$ cat config.mk
export PLATFORM = sky130hd
export DESIGN_NAME = nic_cmd_responder_flat
export DESIGN_NICKNAME = d
export VERILOG_FILES = /design/src/rtl/nic_cmd_responder_if.sv /design/src/rtl/nic_cmd_responder.sv /design/src/flat_wrapper.sv
export SDC_FILE = /design/constraint.sdc
export NUM_CORES = 1
export LEC_CHECK = 0
export BUFFER_PORTS_ARGS = -buffer_cell sky130_fd_sc_hd__buf_4
export CORE_AREA = 3 3 219 435
export CTS_BUF_LIST = sky130_fd_sc_hd__clkbuf_8
export DETAILED_ROUTE_END_ITERATION = 16
export DIE_AREA = 0 0 222 438
export PLACE_DENSITY = 0.54
export SLEW_MARGIN = 20
export SYNTH_ARGS = -nofsm -noshare
export SYNTH_HDL_FRONTEND = slang
export SYNTH_SLANG_ARGS = --single-unit
export TNS_END_PERCENT = 5
$ cat constraint.sdc
create_clock -name clk_i -period 18.78 [get_ports clk_i]
set_input_delay 2.817 -clock clk_i [delete_from_list [all_inputs] [get_ports clk_i]]
set_output_delay 2.817 -clock clk_i [all_outputs]
set_load 0.05 [all_outputs]
$ cat src/rtl/nic_cmd_responder_if.sv
// PsPIN command/response types and the handshake bundle between the
// command unit, the NIC outbound engine and the NIC command responder.
package nic_cmd_pkg;

    typedef enum logic [1:0] {
        HostMemCpy = 2'd0,
        NICSend    = 2'd1,
        HostDirect = 2'd2
    } pspin_cmd_type_t;

    typedef struct packed {
        logic [7:0]  cluster_id;
        logic [7:0]  core_id;
        logic [15:0] local_cmd_id;
    } pspin_cmd_id_t;

    typedef struct packed {
        logic [31:0] nid;
        logic [31:0] fid;
        logic [63:0] src_addr;
        logic [31:0] length;
        logic [63:0] user_ptr;
    } nic_cmd_t;

    typedef struct packed {
        pspin_cmd_id_t   cmd_id;
        logic            generate_event;
        pspin_cmd_type_t cmd_type;
        nic_cmd_t        descr;
    } pspin_cmd_t;

    typedef struct packed {
        pspin_cmd_id_t cmd_id;
        logic [63:0]   imm_data;
    } pspin_cmd_resp_t;

endpackage

interface nic_cmd_responder_if #(
    parameter int unsigned CMD_FIFO_DEPTH = 8
);
    import nic_cmd_pkg::*;

    logic                              cmd_valid_i;
    logic                              cmd_ready_o;
    pspin_cmd_t                        cmd_i;
    logic                              pkt_valid_o;
    logic                              pkt_ready_i;
    logic [31:0]                       pkt_nid_o;
    logic [31:0]                       pkt_fid_o;
    logic [63:0]                       pkt_src_addr_o;
    logic [31:0]                       pkt_len_o;
    logic [63:0]                       pkt_user_ptr_o;
    logic                              pkt_last_o;
    logic                              done_valid_i;
    logic                              done_ready_o;
    logic                              resp_valid_o;
    logic                              resp_ready_i;
    pspin_cmd_resp_t                   resp_o;
    logic                              illegal_cmd_o;
    logic [$clog2(CMD_FIFO_DEPTH):0]   in_flight_o;

    modport slave (
        input  cmd_valid_i, cmd_i, pkt_ready_i, done_valid_i, resp_ready_i,
        output cmd_ready_o, pkt_valid_o, pkt_nid_o, pkt_fid_o, pkt_src_addr_o,
               pkt_len_o, pkt_user_ptr_o, pkt_last_o, done_ready_o,
               resp_valid_o, resp_o, illegal_cmd_o, in_flight_o
    );

    modport master (
        output cmd_valid_i, cmd_i, pkt_ready_i, done_valid_i, resp_ready_i,
        input  cmd_ready_o, pkt_valid_o, pkt_nid_o, pkt_fid_o, pkt_src_addr_o,
               pkt_len_o, pkt_user_ptr_o, pkt_last_o, done_ready_o,
               resp_valid_o, resp_o, illegal_cmd_o, in_flight_o
    );

endinterface

$ cat src/rtl/nic_cmd_responder.sv
// NIC outbound command responder: splits NICSend commands into packet requests
// and returns one in-order response per command once all its packets are done.
module nic_cmd_responder
    import nic_cmd_pkg::*;
#(
    parameter int unsigned MAX_PKT_SIZE   = 1024,
    parameter int unsigned CMD_FIFO_DEPTH = 8
) (
    input  logic               clk_i,
    input  logic               rst_i,
    nic_cmd_responder_if.slave bus
);
    localparam int unsigned PKT_SHIFT = $clog2(MAX_PKT_SIZE);
    localparam int unsigned AW        = $clog2(CMD_FIFO_DEPTH);
    localparam int unsigned CW        = AW + 1;
    localparam logic [32:0]   PKT_MAX33 = 33'(MAX_PKT_SIZE);
    localparam logic [31:0]   PKT_MAX32 = 32'(MAX_PKT_SIZE);
    localparam logic [CW-1:0] FULL_CNT  = CW'(CMD_FIFO_DEPTH);

    typedef enum logic {IDLE, ISSUE} state_e;

    state_e        state_q, state_d;
    logic [31:0]   nid_q, nid_d, fid_q, fid_d, rem_q, rem_d;
    logic [63:0]   src_q, src_d, uptr_q, uptr_d;

    pspin_cmd_id_t id_mem_q  [CMD_FIFO_DEPTH];
    logic [32:0]   nch_mem_q [CMD_FIFO_DEPTH];
    logic [AW-1:0] wr_ptr_q, rd_ptr_q;
    logic [CW-1:0] count_q, count_d;
    logic [32:0]   done_cnt_q, done_cnt_d;
    logic          popped_q, illegal_q;

    logic          cmd_ready, accept, is_send, fifo_full, fifo_empty;
    logic [32:0]   nchunks_raw, nchunks;
    logic          pkt_valid, pkt_last, pkt_fire;
    logic [31:0]   pkt_len;
    pspin_cmd_id_t head_id;
    logic [32:0]   head_nch;
    logic          resp_valid, resp_fire, done_ready, done_fire;

    assign fifo_full   = (count_q == FULL_CNT);
    assign fifo_empty  = (count_q == '0);
    assign accept      = bus.cmd_valid_i && cmd_ready;
    assign is_send     = (bus.cmd_i.cmd_type == NICSend);
    // 33-bit sum so lengths near 2^32 do not wrap before the shift
    assign nchunks_raw = ({1'b0, bus.cmd_i.descr.length} + PKT_MAX33 - 33'd1) >> PKT_SHIFT;
    assign nchunks     = is_send ? nchunks_raw : '0;
    assign pkt_fire    = pkt_valid && bus.pkt_ready_i;
    assign head_id     = id_mem_q[rd_ptr_q];
    assign head_nch    = nch_mem_q[rd_ptr_q];
    assign resp_fire   = resp_valid && bus.resp_ready_i;
    assign done_fire   = bus.done_valid_i && done_ready;

    always_ff @(posedge clk_i) begin
        if (rst_i) begin
            state_q <= IDLE;
        end else begin
            state_q <= state_d;
        end
    end

    always_comb begin
        state_d = state_q;
        unique case (state_q)
            IDLE:    if (accept && nchunks != '0) state_d = ISSUE;
            ISSUE:   if (pkt_fire && pkt_last)   state_d = IDLE;
            default: state_d = IDLE;
        endcase
    end

    always_comb begin
        cmd_ready  = (state_q == IDLE) && !fifo_full && !rst_i;
        pkt_valid  = (state_q == ISSUE);
        pkt_last   = (rem_q <= PKT_MAX32);
        pkt_len    = pkt_last ? rem_q : PKT_MAX32;
        // popped_q blanks the cycle after a pop so the new head is settled
        resp_valid = !fifo_empty && (done_cnt_q == head_nch) && !popped_q;
        done_ready = !fifo_empty && (head_nch != '0) && (done_cnt_q < head_nch) && !resp_valid;
    end

    assign bus.cmd_ready_o        = cmd_ready;
    assign bus.pkt_valid_o        = pkt_valid;
    assign bus.pkt_nid_o          = nid_q;
    assign bus.pkt_fid_o          = fid_q;
    assign bus.pkt_src_addr_o     = src_q;
    assign bus.pkt_len_o          = pkt_len;
    assign bus.pkt_user_ptr_o     = uptr_q;
    assign bus.pkt_last_o         = pkt_last;
    assign bus.done_ready_o       = done_ready;
    assign bus.resp_valid_o       = resp_valid;
    assign bus.resp_o.cmd_id      = head_id;
    assign bus.resp_o.imm_data    = '0;
    assign bus.illegal_cmd_o      = illegal_q;
    assign bus.in_flight_o        = count_q;

    always_comb begin
        nid_d  = nid_q;
        fid_d  = fid_q;
        src_d  = src_q;
        rem_d  = rem_q;
        uptr_d = uptr_q;
        if (accept && nchunks != '0) begin
            nid_d  = bus.cmd_i.descr.nid;
            fid_d  = bus.cmd_i.descr.fid;
            src_d  = bus.cmd_i.descr.src_addr;
            rem_d  = bus.cmd_i.descr.length;
            uptr_d = bus.cmd_i.descr.user_ptr;
        end else if (pkt_fire) begin
            src_d = src_q + 64'(pkt_len);
            rem_d = rem_q - pkt_len;
        end
    end

    always_comb begin
        count_d = count_q;
        if (accept && !resp_fire) begin
            count_d = count_q + CW'(1);
        end else if (!accept && resp_fire) begin
            count_d = count_q - CW'(1);
        end
        done_cnt_d = done_cnt_q;
        if (resp_fire) begin
            done_cnt_d = '0;
        end else if (done_fire) begin
            done_cnt_d = done_cnt_q + 33'd1;
        end
    end

    always_ff @(posedge clk_i) begin
        if (rst_i) begin
            nid_q      <= '0;
            fid_q      <= '0;
            src_q      <= '0;
            rem_q      <= '0;
            uptr_q     <= '0;
            wr_ptr_q   <= '0;
            rd_ptr_q   <= '0;
            count_q    <= '0;
            done_cnt_q <= '0;
            popped_q   <= 1'b0;
            illegal_q  <= 1'b0;
        end else begin
            nid_q      <= nid_d;
            fid_q      <= fid_d;
            src_q      <= src_d;
            rem_q      <= rem_d;
            uptr_q     <= uptr_d;
            count_q    <= count_d;
            done_cnt_q <= done_cnt_d;
            popped_q   <= resp_fire;
            illegal_q  <= accept && !is_send;
            if (accept)    wr_ptr_q <= wr_ptr_q + AW'(1);
            if (resp_fire) rd_ptr_q <= rd_ptr_q + AW'(1);
        end
    end

    always_ff @(posedge clk_i) begin
        if (accept) begin
            id_mem_q[wr_ptr_q]  <= bus.cmd_i.cmd_id;
            nch_mem_q[wr_ptr_q] <= nchunks;
        end
    end

    a_resp_has_head: assert property (@(posedge clk_i) disable iff (rst_i)
        bus.resp_valid_o |-> !fifo_empty);
    a_pkt_len_nonzero: assert property (@(posedge clk_i) disable iff (rst_i)
        bus.pkt_valid_o |-> (bus.pkt_len_o != '0));
    a_cmd_stable: assert property (@(posedge clk_i) disable iff (rst_i)
        (bus.cmd_valid_i && !bus.cmd_ready_o) |=> $stable(bus.cmd_i));

endmodule
$ cat src/flat_wrapper.sv
// flat-port wrapper written by rule: the top's interface ports become plain ports
module nic_cmd_responder_flat import nic_cmd_pkg::*;
#(
    parameter int unsigned MAX_PKT_SIZE   = 1024,
    parameter int unsigned CMD_FIFO_DEPTH = 8
)
  (clk_i, rst_i, bus_cmd_valid_i, bus_cmd_i, bus_pkt_ready_i, bus_done_valid_i, bus_resp_ready_i, bus_cmd_ready_o, bus_pkt_valid_o, bus_pkt_nid_o, bus_pkt_fid_o, bus_pkt_src_addr_o, bus_pkt_len_o, bus_pkt_user_ptr_o, bus_pkt_last_o, bus_done_ready_o, bus_resp_valid_o, bus_resp_o, bus_illegal_cmd_o, bus_in_flight_o);
  nic_cmd_responder_if #(.CMD_FIFO_DEPTH(CMD_FIFO_DEPTH)) bus_i ();
  input  logic clk_i;
  input  logic rst_i;
  input wire logic [$bits(bus_i.cmd_valid_i)-1:0] bus_cmd_valid_i;
  input wire logic [$bits(bus_i.cmd_i)-1:0] bus_cmd_i;
  input wire logic [$bits(bus_i.pkt_ready_i)-1:0] bus_pkt_ready_i;
  input wire logic [$bits(bus_i.done_valid_i)-1:0] bus_done_valid_i;
  input wire logic [$bits(bus_i.resp_ready_i)-1:0] bus_resp_ready_i;
  output wire logic [$bits(bus_i.cmd_ready_o)-1:0] bus_cmd_ready_o;
  output wire logic [$bits(bus_i.pkt_valid_o)-1:0] bus_pkt_valid_o;
  output wire logic [$bits(bus_i.pkt_nid_o)-1:0] bus_pkt_nid_o;
  output wire logic [$bits(bus_i.pkt_fid_o)-1:0] bus_pkt_fid_o;
  output wire logic [$bits(bus_i.pkt_src_addr_o)-1:0] bus_pkt_src_addr_o;
  output wire logic [$bits(bus_i.pkt_len_o)-1:0] bus_pkt_len_o;
  output wire logic [$bits(bus_i.pkt_user_ptr_o)-1:0] bus_pkt_user_ptr_o;
  output wire logic [$bits(bus_i.pkt_last_o)-1:0] bus_pkt_last_o;
  output wire logic [$bits(bus_i.done_ready_o)-1:0] bus_done_ready_o;
  output wire logic [$bits(bus_i.resp_valid_o)-1:0] bus_resp_valid_o;
  output wire logic [$bits(bus_i.resp_o)-1:0] bus_resp_o;
  output wire logic [$bits(bus_i.illegal_cmd_o)-1:0] bus_illegal_cmd_o;
  output wire logic [$bits(bus_i.in_flight_o)-1:0] bus_in_flight_o;
  assign bus_i.cmd_valid_i = bus_cmd_valid_i;
  assign bus_i.cmd_i = bus_cmd_i;
  assign bus_i.pkt_ready_i = bus_pkt_ready_i;
  assign bus_i.done_valid_i = bus_done_valid_i;
  assign bus_i.resp_ready_i = bus_resp_ready_i;
  assign bus_cmd_ready_o = bus_i.cmd_ready_o;
  assign bus_pkt_valid_o = bus_i.pkt_valid_o;
  assign bus_pkt_nid_o = bus_i.pkt_nid_o;
  assign bus_pkt_fid_o = bus_i.pkt_fid_o;
  assign bus_pkt_src_addr_o = bus_i.pkt_src_addr_o;
  assign bus_pkt_len_o = bus_i.pkt_len_o;
  assign bus_pkt_user_ptr_o = bus_i.pkt_user_ptr_o;
  assign bus_pkt_last_o = bus_i.pkt_last_o;
  assign bus_done_ready_o = bus_i.done_ready_o;
  assign bus_resp_valid_o = bus_i.resp_valid_o;
  assign bus_resp_o = bus_i.resp_o;
  assign bus_illegal_cmd_o = bus_i.illegal_cmd_o;
  assign bus_in_flight_o = bus_i.in_flight_o;
  nic_cmd_responder #(.MAX_PKT_SIZE(MAX_PKT_SIZE), .CMD_FIFO_DEPTH(CMD_FIFO_DEPTH)) u_core (.clk_i(clk_i), .rst_i(rst_i), .bus(bus_i));
endmodule
# Word level (Yosys, flattened, before mapping)
# Memory sizes are Yosys's and may differ from the RTL's. A register that Yosys moved wholly into a read port is not among the register bits.
# Cells that the tools add are included.
# W data, S select, Z words.
[classes] add_sub_neg=9 mul=0 n_div=0 magnitude_cmp=2 n_eq_ne=3 shifts=0 mux=17 bitwise_logic=1 reduce_logical=30
[op_table] op="$mux W64" count=2
[op_table] op="$mux W32" count=3
[op_table] op="$reduce_bool A33 Y1" count=2
[op_table] op="$add A64 B32 Y64" count=1
[op_table] op="$add A32 B11 Y33 const B" count=1
[op_table] op="$add A33 B1 Y33 const B" count=1
[op_table] op="$eq A33 B33 Y1" count=1
[op_table] op="$lt A33 B33 Y1" count=1
[op_table] op="$sub A33 B1 Y33 const B" count=1
[op_table] op="$le A32 B11 Y1 const B" count=1
[op_table] op="$sub A32 B32 Y32" count=1
[op_table] op="$mux W23" count=1
[op_table] op="$logic_and A1 B1 Y1" count=16
[op_table] op="$mux W3" count=4
[op_table] op="$logic_not A1 Y1" count=8
[op_table] op="$mux W4" count=2
[op_table] op="$add A3 B1 Y3 const B" count=2
[op_table] op="$add A4 B1 Y4 const B" count=1
[op_table] op="$eq A4 B4 Y1 const B" count=1
[op_table] op="$logic_not A4 Y1" count=1
[op_table] op="$mux W1" count=4
[op_table] op="$reduce_bool A2 Y1" count=2
[op_table] op="$sub A4 B1 Y4 const B" count=1
[op_table] op="$eq A2 B1 Y1 const B" count=1
[op_table] op="other kinds (3)" count=3
[word_totals] register_bits=270 latchBits=0 ram_bits=440 rom_bits=0 inputBits=265 out_inout_bits=330 wordCells=76 mem_count=2
[mem_list] memory="u_core.id_mem_q" depth=8 width=32 read_ports=1 rd_ports_with_merged_regs=1 wr=1 line_no="nic_cmd_responder.sv:26" source="pspin_cmd_id_t id_mem_q [CMD_FIFO_DEPTH];"
[mem_list] memory="u_core.nch_mem_q" depth=8 width=23 read_ports=1 rd_ports_with_merged_regs=1 wr=1 line_no="nic_cmd_responder.sv:27" source="logic [32:0] nch_mem_q [CMD_FIFO_DEPTH];"

# Depth between registers and ports, before layout
[depth] word_depth=9 ltp_mapped=18

# Worst setup path after synthesis
# Ideal clock, no wire load.
[synth_timing] kind="input to register" from="input port rst_i" to="memory u_core.id_mem_q[1][0] in the netlist's numbering, enable pin" arrival_time_ns=10.161 required_ns=18.156 setup_slack_ns=7.995 path_stages=3 n_path_buf=0 cell_sequence="a211oi_1 > nand2_1 > nor4b_1"
[synth_between] elab_chain_cells=5
[synth_rtl] element="start, declared" line_no="flat_wrapper.sv:10" source="input logic rst_i;"
[synth_rtl] element="$logic_not A1 Y1" line_no="nic_cmd_responder.sv:72" source="cmd_ready = (state_q == IDLE) && !fifo_full && !rst_i;"
[synth_rtl] element="$logic_and A1 B1 Y1" line_no="nic_cmd_responder.sv:72"
[synth_rtl] element="$logic_and A1 B1 Y1" line_no="nic_cmd_responder.sv:43" source="assign accept = bus.cmd_valid_i && cmd_ready;"
[synth_rtl] element="$mux W1" line_no="nic_cmd_responder.sv:158" source="if (accept) begin"
[synth_rtl] element="$mux W1 (not written as such)" line_no="nic_cmd_responder.sv:159" source="id_mem_q[wr_ptr_q] <= bus.cmd_i.cmd_id;"
[synth_rtl] element="end, declared" line_no="nic_cmd_responder.sv:26"
# Every way passes these cells.

==> impl_metrics.py <==
metrics = {
    "timing": {
        "slew_headroom_pct": 28.5,
        "rsz0062_at_grt": "false",
        "drv_slew": 0,
        "fmaxAchievable_mhz": 128,
        "tns_ns": 0,
        "worst_pin_slew_ns": 1.06,
        "worst_slack_ns": 10.95,
        "fin_worst_skew_ns": 0.0485,
        "report.final.hold_viol_count": 0,
        "fin_hold_ws_ns": 0.453,
        "setup_viol": 0,
        "post-route-min-period_ns": 7.83,
        "timing.final.crit_share_pct": 41.7,
    },
    "synth": {
        "async_flop_share_pct": 0,
        "mappedNetlistArea_mm2": 0.0321,
        "synth-edff-count": 440,
        "synth_fa_ha_area_share_pct": 2.54,
        "synth_mux_area_share_pct": 10.3,
        "yosysUniqueCellTypes": 85,
        "yosys.area_share.simple_pct": 12.8,
        "netlist_top_cells_area": "edfxtp_1 41%, dfxtp_1 17%, mux4_2 7.7%",
        "synth-xor-area-share_pct": 1.91,
        "ys_warn_count": 0,
        "ys_ff_latch": 713,
        "netlist.top_cell.by_area": "edfxtp_1",
        "synthFlopType": "edfxtp_1",
        "ys_seq_area_share_pct": 58.2,
        "synth-compound-area-share_pct": 9.90,
        "avgSynthCellArea_um2": 12.1,
        "syn_inst": 2655,
        "synth_top_family_by_area": "simple AND/OR/NAND/NOR gates",
        "netlist.area_leader.share_pct": 41.2,
    },
    "clocking": {
        "cts_tree": "done",
        "root_buffer": "clkbuf_8",
        "clockBufferDepth": 3,
        "ctsHoldBuffers": 0,
        "cts_resized": 0,
        "htreeDepth": 3,
        "post_cts_buffers": 0,
        "clock_latency_ns": 0.77,
        "clk_pin_slew_ns": 0.06,
        "cts_made_buffers": 104,
        "cts.sinks": 713,
    },
    "layout": {
        "drive_gt1_share_pct": 26.8,
        "final-instance-count-excl-fill": 4470,
        "final_nets": 3513,
        "area_growth_pct": 21.7,
        "utilization_pct": 42.4,
        "design_area_mm2": 0.0390,
        "final_common_cell": "buf_4",
        "final_cell_mix": "549 x buf_4, 440 x edfxtp_1, 397 x nand2_1, 270 x dfxtp_1, 220 x a21oi_1",
    },
    "drt": {
        "vias": 23200,
        "drcViolationCount": 0,
        "postRouteAntennaNets": 0,
        "drt-wirelength-per-cell_um": 21.1,
        "drt_wl_total_um": 94100,
        "via_per_inst": 5.19,
        "firstDrtPassIters": 5,
        "drt_iter0_markers": 1153,
    },
    "power": {
        "leakagePower_nw": 14.3,
        "p_total_mw": 3.62,
        "vdd_drop_max_uv": 55.6,
        "p_per_area_mw_per_mm2": 92.9,
    },
    "setup_path": {
        "slowest_stage": "buf_4",
        "cp.arrival_ns": 5.01,
        "crit_chain": "buf_4 > mux4_2 > mux2i_1 > ha_1 > nand4_1 > nor3_1 > nand3_1 > nor2_1 > buf_4",
        "crit_top_cell": "buf_4",
        "cp.required_ns": 15.96,
        "crit_buf_inv": 2,
        "worstSetupPathType": "reg -> out",
        "crit_fanout": 39,
        "slowest_delay_ns": 0.70,
        "crit_family": "simple AND/OR/NAND/NOR gates",
        "critPathCaptureType": "output port",
        "start_kind": "register",
    },
    "run_status": {
        "status": "completed",
    },
    "floorplanning": {
        "row_count": 157,
        "coreArea_mm2": 0.0921,
        "die_area_mm2": 0.0972,
        "die_x_um": 222,
        "fp.dieH_um": 438,
        "pin_count": 595,
        "initial_core_util_pct": 34.8,
    },
    "grt": {
        "grt_pass1_wl_um": 142000,
        "antenna_found_initial": 8,
        "grtUsageTotal_pct": 18.8,
        "grt_max_degree": 96,
        "grt_pass1_vias": 23800,
        "grt_overflow": 0,
    },
    "hold_path": {
        "min_path_type": "reg -> reg",
    },
    "flow_run": {
        "cap_violations": 0,
    },
    "placed_design": {
        "preCtsSetupSlack_ns": 10.97,
        "place_area_mm2": 0.0369,
        "detailed_place_hpwl_um": 63400,
        "gp_congestion": 0.859,
        "dp.cells": 4270,
        "io_buffers": 508,
    },
}
## Yosys cell counts (all sizes together), types with 37 or more instances
| cell type | n |
|---|---|
| a211oi | 37 |
| a21oi | 221 |
| buf | 148 |
| clkbuf | 84 |
| dfxtp | 273 |
| edfxtp | 440 |
| ha | 62 |
| mux2i | 44 |
| mux4 | 110 |
| nand2 | 399 |
| nand3 | 60 |
| nor2 | 131 |
| nor3 | 59 |
| o21ai | 42 |
| xnor2 | 44 |
## per-layer routing
layer  vias to the layer above  share of wire, %  track usage (%)
li1                      10900                 -                -
met1                     11300                37             20.7
met2                       782                52             33.8
met4                         4               4.2             8.74
met3                       206               6.8             4.78
met5                         -             0.024                0
## tightest hold or removal path: stages (launching register included)
cell and delay [ns]:
dfxtp_1 0.31, nand2_1 0.05, a21oi_1 0.05
## power breakdown
part           leakage (nW)  switching [mW]  internal, mW  total, mW
clock                  1.18           0.623         0.646       1.27
combinational          6.91           0.406         0.193      0.599
sequential             6.23          0.0426          1.71       1.76
total                  14.3            1.07          2.55       3.62
## sequential cells by signal, indices dropped and copies added, names as in the netlist, 3 cells and up, named ones only
signal and flops:
u_core.bus.in_flight_o 4, u_core.rd_ptr_q 3, u_core.bus.pkt_src_addr_o 64, u_core.done_cnt_q 33, u_core.bus.pkt_nid_o 32, u_core.rem_q 32, u_core.bus.pkt_fid_o 32, u_core.bus.pkt_user_ptr_o 64
u_core.wr_ptr_q 3, u_core.id_mem_q 256, u_core.nch_mem_q 184
## path summary, 6_finish.rpt
kind | startpoint | end | slack [ns] | cells past startpoint
worst max register to register | u_core.rem_q[1]$_SDFFE_PP0P_ | u_core.bus.pkt_src_addr_o[41]$_SDFFE_PP0P_ | 12.83 | 15
worst min register to register | u_core.bus.pkt_nid_o[5]$_SDFFE_PP0P_ | u_core.bus.pkt_nid_o[5]$_SDFFE_PP0P_ | 0.45 | 2
worst min-delay path | u_core.bus.pkt_nid_o[5]$_SDFFE_PP0P_ | u_core.bus.pkt_nid_o[5]$_SDFFE_PP0P_ | 0.45 | 2
worst max-delay path | register | bus_resp_valid_o | 10.95 | 9
## kinds of logic after synthesis
logic type,count (synthesis)
buffers and inverters,261
XOR/XNOR,70
AND/OR/NAND/NOR,868
adder cells (fa/ha/maj),64
multiplexers,189
other,2
AO/OA/AOI/OAI,488
flip-flops,713
## cell type report
| cell class | instances | area [um^2] |
|---|---|---|
| clock buffers | 114 | 1570 |
| inverters | 29 | 109 |
| fillers | 8847 | 53100 |
| diodes | 7 | 17.5 |
| well taps | 1192 | 1490 |
| multi-input cells | 1786 | 12500 |
| clock inverters | 79 | 526 |
| repair buffers | 550 | 4140 |
| flip-flops and latches | 713 | 18700 |
Note: power is estimated with default switching activity, not from simulation.
